**config.mk**
```make
export PLATFORM = sky130hd
export DESIGN_NAME = maxpool_2x2
export DESIGN_NICKNAME = d
export VERILOG_FILES = /design/src/rtl/cnn_pkg.sv /design/src/rtl/maxpool_line_buf.sv /design/src/rtl/maxpool_2x2.sv
export SDC_FILE = /design/constraint.sdc
export NUM_CORES = 1
export LEC_CHECK = 0
export ABC_CLOCK_PERIOD_IN_PS = 4400
export BUFFER_PORTS_ARGS = -buffer_cell sky130_fd_sc_hd__buf_4
export CAP_MARGIN = 30
export CELL_PAD_IN_SITES_DETAIL_PLACEMENT = 1
export CELL_PAD_IN_SITES_GLOBAL_PLACEMENT = 1
export CORE_ASPECT_RATIO = 0.7
export CORE_UTILIZATION = 40
export CTS_CLUSTER_SIZE = 10
export DETAILED_ROUTE_END_ITERATION = 8
export GPL_TIMING_DRIVEN = 1
export HOLD_SLACK_MARGIN = 0.02
export PLACE_DENSITY = 0.62
export RECOVER_POWER = 25
export SKIP_LAST_GASP = 1
export SLEW_MARGIN = 20
export SYNTH_ARGS = -nofsm -noshare
export SYNTH_HDL_FRONTEND = slang
export SYNTH_SLANG_ARGS = --single-unit
export TNS_END_PERCENT = 10
```
**constraint.sdc**
```tcl
create_clock -name clk -period 4.4 [get_ports clk]
set_input_delay 0.22 -clock clk [delete_from_list [all_inputs] [get_ports clk]]
set_output_delay 0.22 -clock clk [all_outputs]
set_load 0.02 [all_outputs]
```
**src/rtl/cnn_pkg.sv**
```systemverilog
// Shared types and helpers for the conv -> maxpool -> relu datapath.
// sample_t is the signed fixed-width sample carried between stages.
// smax returns the exact larger operand (signed compare, no widening).
package cnn_pkg;

  localparam int DATA_W = 23;

  typedef logic signed [DATA_W-1:0] sample_t;

  // Signed maximum of two samples; on a tie either operand is the same value.
  function automatic sample_t smax(input sample_t a, input sample_t b);
    return (a > b) ? a : b;
  endfunction

endpackage

```
**src/rtl/maxpool_line_buf.sv**
```systemverilog
// Purpose: holds the horizontal pair maxima of the even row, one entry per window column.
// Latency: write lands on the next clk edge; read is combinational from the addressed entry.
// Backpressure: none; the owner only writes on an accepted even-row odd-column sample.
module maxpool_line_buf #(
  parameter int DATA_W = 23,
  parameter int DEPTH  = 13,
  parameter int AW     = 4
) (
  input  logic              clk,
  input  logic              we,
  input  logic [AW-1:0]     addr,
  input  logic [DATA_W-1:0] wdata,
  output logic [DATA_W-1:0] rdata
);

  // Contents are don't-care after reset; every entry is rewritten on the even row before use.
  logic [DATA_W-1:0] mem [DEPTH];

  // Single synchronous write port.
  always_ff @(posedge clk) begin
    if (we) begin
      mem[addr] <= wdata;
    end
  end

  assign rdata = mem[addr];

endmodule

```
**src/rtl/maxpool_2x2.sv**
```systemverilog
// Purpose: streaming 2x2 stride-2 signed max-pool over an IMG_H x IMG_W row-major feature map.
// Latency: pooled result valid on the edge after the 4th sample of a window is accepted.
// Backpressure: ready/valid both sides; input stalls only while an unaccepted result is held.
module maxpool_2x2
  import cnn_pkg::*;
#(
  parameter int DATA_W = cnn_pkg::DATA_W,
  parameter int IMG_W  = 26,
  parameter int IMG_H  = 26
) (
  input  logic                     clk,
  input  logic                     rst,
  input  logic                     valid_in,
  input  logic signed [DATA_W-1:0] conv_out,
  output logic                     maxpool_ready,
  output logic signed [DATA_W-1:0] maxpool_out,
  output logic                     valid_out,
  input  logic                     relu_ready,
  output logic                     frame_done
);

  localparam int CW    = (IMG_W > 1) ? $clog2(IMG_W) : 1;
  localparam int RW    = (IMG_H > 1) ? $clog2(IMG_H) : 1;
  localparam int DEPTH = IMG_W / 2;
  localparam int AW    = (DEPTH > 1) ? $clog2(DEPTH) : 1;

  localparam logic [CW-1:0] COL_LAST = CW'(IMG_W - 1);
  localparam logic [RW-1:0] ROW_LAST = RW'(IMG_H - 1);

  // Geometry must tile exactly into 2x2 windows, and the sample type is shared package-wide.
  if ((IMG_W % 2) != 0 || IMG_W < 2) begin : g_bad_img_w
    $error("maxpool_2x2: IMG_W must be even and at least 2");
  end
  if ((IMG_H % 2) != 0 || IMG_H < 2) begin : g_bad_img_h
    $error("maxpool_2x2: IMG_H must be even and at least 2");
  end
  if (DATA_W != cnn_pkg::DATA_W) begin : g_bad_data_w
    $error("maxpool_2x2: DATA_W must match cnn_pkg::DATA_W");
  end

  logic [CW-1:0] col;
  logic [RW-1:0] row;
  sample_t       h_max;
  sample_t       x;
  sample_t       lb_rdata;
  sample_t       pair_max;
  sample_t       win_max;
  logic [AW-1:0] lb_addr;
  logic          accept;
  logic          lb_we;
  logic          win_done;
  logic          last_pix;

  // Ready whenever the output slot is empty or being drained this cycle; held off during reset.
  assign maxpool_ready = !rst && (!valid_out || relu_ready);
  assign accept        = valid_in && maxpool_ready;

  assign x        = sample_t'(conv_out);
  assign lb_addr  = AW'(col >> 1);
  assign pair_max = smax(h_max, x);
  assign win_max  = smax(lb_rdata, pair_max);
  assign lb_we    = accept && !row[0] && col[0];
  assign win_done = accept && row[0] && col[0];
  assign last_pix = (row == ROW_LAST) && (col == COL_LAST);

  maxpool_line_buf #(
    .DATA_W(DATA_W),
    .DEPTH (DEPTH),
    .AW    (AW)
  ) u_line_buf (
    .clk  (clk),
    .we   (lb_we),
    .addr (lb_addr),
    .wdata(pair_max),
    .rdata(lb_rdata)
  );

  // Pixel position counters, horizontal pair register and the registered output slot.
  always_ff @(posedge clk) begin
    if (rst) begin
      col         <= '0;
      row         <= '0;
      h_max       <= '0;
      maxpool_out <= '0;
      valid_out   <= 1'b0;
      frame_done  <= 1'b0;
    end else begin
      // Drain first; a window completing in the same cycle overrides and keeps valid_out high.
      if (valid_out && relu_ready) begin
        valid_out  <= 1'b0;
        frame_done <= 1'b0;
      end

      if (accept) begin
        if (!col[0]) begin
          h_max <= x;
        end

        if (win_done) begin
          maxpool_out <= win_max;
          valid_out   <= 1'b1;
          frame_done  <= last_pix;
        end

        if (col == COL_LAST) begin
          col <= '0;
          row <= (row == ROW_LAST) ? '0 : row + RW'(1);
        end else begin
          col <= col + CW'(1);
        end
      end
    end
  end

endmodule

```
==> flow_summary.json <==
{
  "crit_start": "conv_out[4]",
  "dr.pass1.iters": 4,
  "syn_nets": 988,
  "cts_tree": "done",
  "setup_ws_ns": 0.101,
  "synth.most_common_cell": "edfxtp_1",
  "syn_avg_cell_area_um2": 16.9,
  "p_total_w": 0.00775,
  "numPortBuffers": 52,
  "max_freq_mhz": 233,
  "synth_edf_count": 299,
  "holdCritPathClass": "in2reg",
  "hold_viol_final": 0,
  "synthSimpleGateAreaFrac_pct": 5.12,
  "dpl.hpwl_um": 24700,
  "min_period_over_period_pct": 97.7,
  "path_cells": "dlygate4sd3_1, buf_4, inv_1, ha_1, a211oi_1, nor2_1, o31a_1, o31a_1, o21ai_4, buf_12, mux2_4, inv_1, ha_4, nand4_1, buf_4, nor4_4, o31ai_2, a31oi_4, buf_12, nor2_2, buf_12, a21bo_1",
  "viasPerCell": 5.49,
  "min_period_ns": 4.30,
  "power.leakage_nw": 6.48,
  "path_clk_slew_ns": 0.06,
  "cpMostUsedCell": "buf_12",
  "slowest_delay_ns": 0.54,
  "yosysUniqueCellTypes": 48,
  "die_w_um": 236,
  "grt_max_degree": 58,
  "areaGrowthSynthToFinish_pct": 19.5,
  "nets": 1133,
  "worst_pin_slew_ns": 2.13,
  "dpl_worst_slack_ns": -0.200,
  "start_util_pct": 41.0,
  "setup_tns_ns": 0,
  "rr_startpoint": "h_max[20]",
  "ios": 53,
  "yosys.area.top_type": "edfxtp_1",
  "die-height_um": 166,
  "critical_path_required_ns": 4.83,
  "setup_viol": 0,
  "yosysTopAreaCellShare_pct": 58.4,
  "grt_pass1_wl_um": 60600,
  "worst-path-buf-inv": 8,
  "crit_slowest_cell": "dlygate4sd3_1",
  "drive_gt1_share_pct": 25.0,
  "dieArea_um2": 39300,
  "relSlewSlack_pct": -42.0,
  "cts.htree.levels": 2,
  "synth_xor_xnor_area_share_pct": 0.455,
  "synth_mux_area_share_pct": 16.3,
  "synth-compound-area-share_pct": 4.94,
  "cts_buffers": 42,
  "placed_cell_area_um2": 16900,
  "synth_commonest_cells": "edfxtp_1 (299), mux4_2 (82), dfxtp_1 (62)",
  "clk_latency_ns": 0.55,
  "synth_fa_ha_area_share_pct": 4.07,
  "hp-start": "rst",
  "critical-path-top-delay-family": "compound AO/OA/AOI/OAI gates",
  "fin_skew_ns": 0.0159,
  "grt_pass1_vias": 8924,
  "yosys_warnings": 0,
  "async_reset_ff_share_pct": 0,
  "rsz0062_at_grt": "true",
  "num_vias": 8670,
  "failed_checks": "max-capacitance violations, max-slew violations",
  "worstSetupStartpointType": "input pin",
  "irDropWorstVdd_uv": 454,
  "finish.utilization_pct": 49.0,
  "cts_root_buffer": "clkbuf_16",
  "drc": 0,
  "antenna_found_initial": 0,
  "synth_ff_type": "edfxtp_1",
  "cts.sink_count": 361,
  "status": "complete, but fails checks",
  "wirelength_um": 40800,
  "nFillCells": 3562,
  "postSynthCellCount": 911,
  "final_cell_area_um2": 18400,
  "slew_violations": 48,
  "end_kind": "flip-flop",
  "overflow": 0,
  "synth_top_family_by_area": "multiplexers",
  "drv_cap": 2,
  "track_usage_pct": 21.1,
  "drt_iter0_drc": 571,
  "cp.arrival_ns": 4.72,
  "gp_congestion": 0.778,
  "synthTopCellsByArea": "edfxtp_1 (58%), mux4_2 (12%), dfxtp_1 (8.1%)",
  "power_density_nw_per_um2": 421,
  "ys_ff_latch": 361,
  "detail-route-antenna-nets": 0,
  "criticalPathCategory": "in2reg",
  "core_um2": 37500,
  "ys_seq_area_share_pct": 66.4,
  "wl_per_cell_um": 25.9,
  "antenna_cells": 0,
  "cts_buffer_depth": 3,
  "critPathMaxFanout": 17,
  "synth_area_um2": 15400,
  "fp-row-count": 59
}
logic make-up (layout without fill, tap and decap cells):
logic type / Yosys count / in the layout
AO/OA/AOI/OAI: 108 / 108
adder cells (fa/ha/maj): 50 / 50
flip-flops: 361 / 361
buffers and inverters: 99 / 278
AND/OR/NAND/NOR: 147 / 147
XOR/XNOR: 8 / 8
multiplexers: 138 / 138
through the flow:
stage | instances | hold slack, ns
2_1_floorplan | 911 | 0.367
3_3_place_gp | 1470 | 0.465
3_5_place_dp | 1470 | 0.471
4_1_cts | 1573 | 0.214
5_1_grt | 1578 | 0.235
6_report | 1578 | 0.234
per-layer routing:
layer  track usage [%]  vias up  share of wire, %
met4              4.57        0               1.7
met5                 0        -                 0
li1                  -     3875                 -
met1              31.4     4589                49
met2              32.2      156                45
met3              3.87       50               4.1
placed cells by master (no fill, tap or decap), types with 2 or more instances in the layout:
master / n
nand3_1: 7
dlygate4sd3_1: 24
o31a_1: 2
nor2b_1: 13
clkbuf_2: 3
nand4_1: 12
xnor2_1: 3
nor3b_1: 25
clkbuf_1: 63
a21oi_1: 28
nand2_1: 17
mux2i_1: 33
buf_12: 12
a211oi_1: 11
clkbuf_16: 45
ha_4: 2
mux2_4: 20
xor2_1: 5
a31oi_1: 23
dfxtp_2: 3
nor4_2: 2
dfxtp_1: 58
inv_1: 52
nor2_2: 9
edfxtp_1: 299
nor3_1: 7
buf_4: 76
a21o_1: 6
ha_1: 48
o31ai_2: 2
mux4_2: 82
nor4_4: 2
mux2_2: 3
o21ai_0: 4
nor2_1: 42
a21bo_1: 23
state kept, by name, summed over array words and instances, names as in the netlist, named ones only:
register and count:
valid_out 1, u_line_buf.mem 299, h_max 23, frame_done 1, row 5, col 5, maxpool_out 23
final timing paths:
check / to / slack [ns] / cells after the start
setup / recovery: maxpool_out[10] / 0.10 / 22
hold / removal: h_max[20] / 0.23 / 2
setup reg to reg: maxpool_out[10] / 0.14 / 19
hold reg to reg: frame_done / 0.48 / 2
power by group:
group	total [W]	switching, W	internal, W	leakage [nW]
combinational	0.000710	0.000387	0.000322	2.66
clock	0.00324	0.00134	0.00189	0.597
sequential	0.00380	0.0000218	0.00378	3.23
total	0.00775	0.00175	0.00600	6.48
cell type report:
cell class	count	area (um2)	area share, %
Clock buffer	76	1240	6.76
Sequential cell	361	10200	55.6
Inverter	52	195	1.06
Timing Repair Buffer	148	1200	6.51
Multi-Input combinational cell	451	4900	26.7
Clock inverter	2	8.76	0.0477
Tap cell	488	611	3.32
what timing repair did:
item | in CTS | in global routing
setup buffers | 1 | 4
setup endpoints to repair | 23 | 23
resized for setup | 9 | 6
hold buffers | 24 | 0
endpoints found under the hold margin | 25 | 0
pin swaps | 2 | 5
No activity file was read; power rests on OpenSTA's default activity.
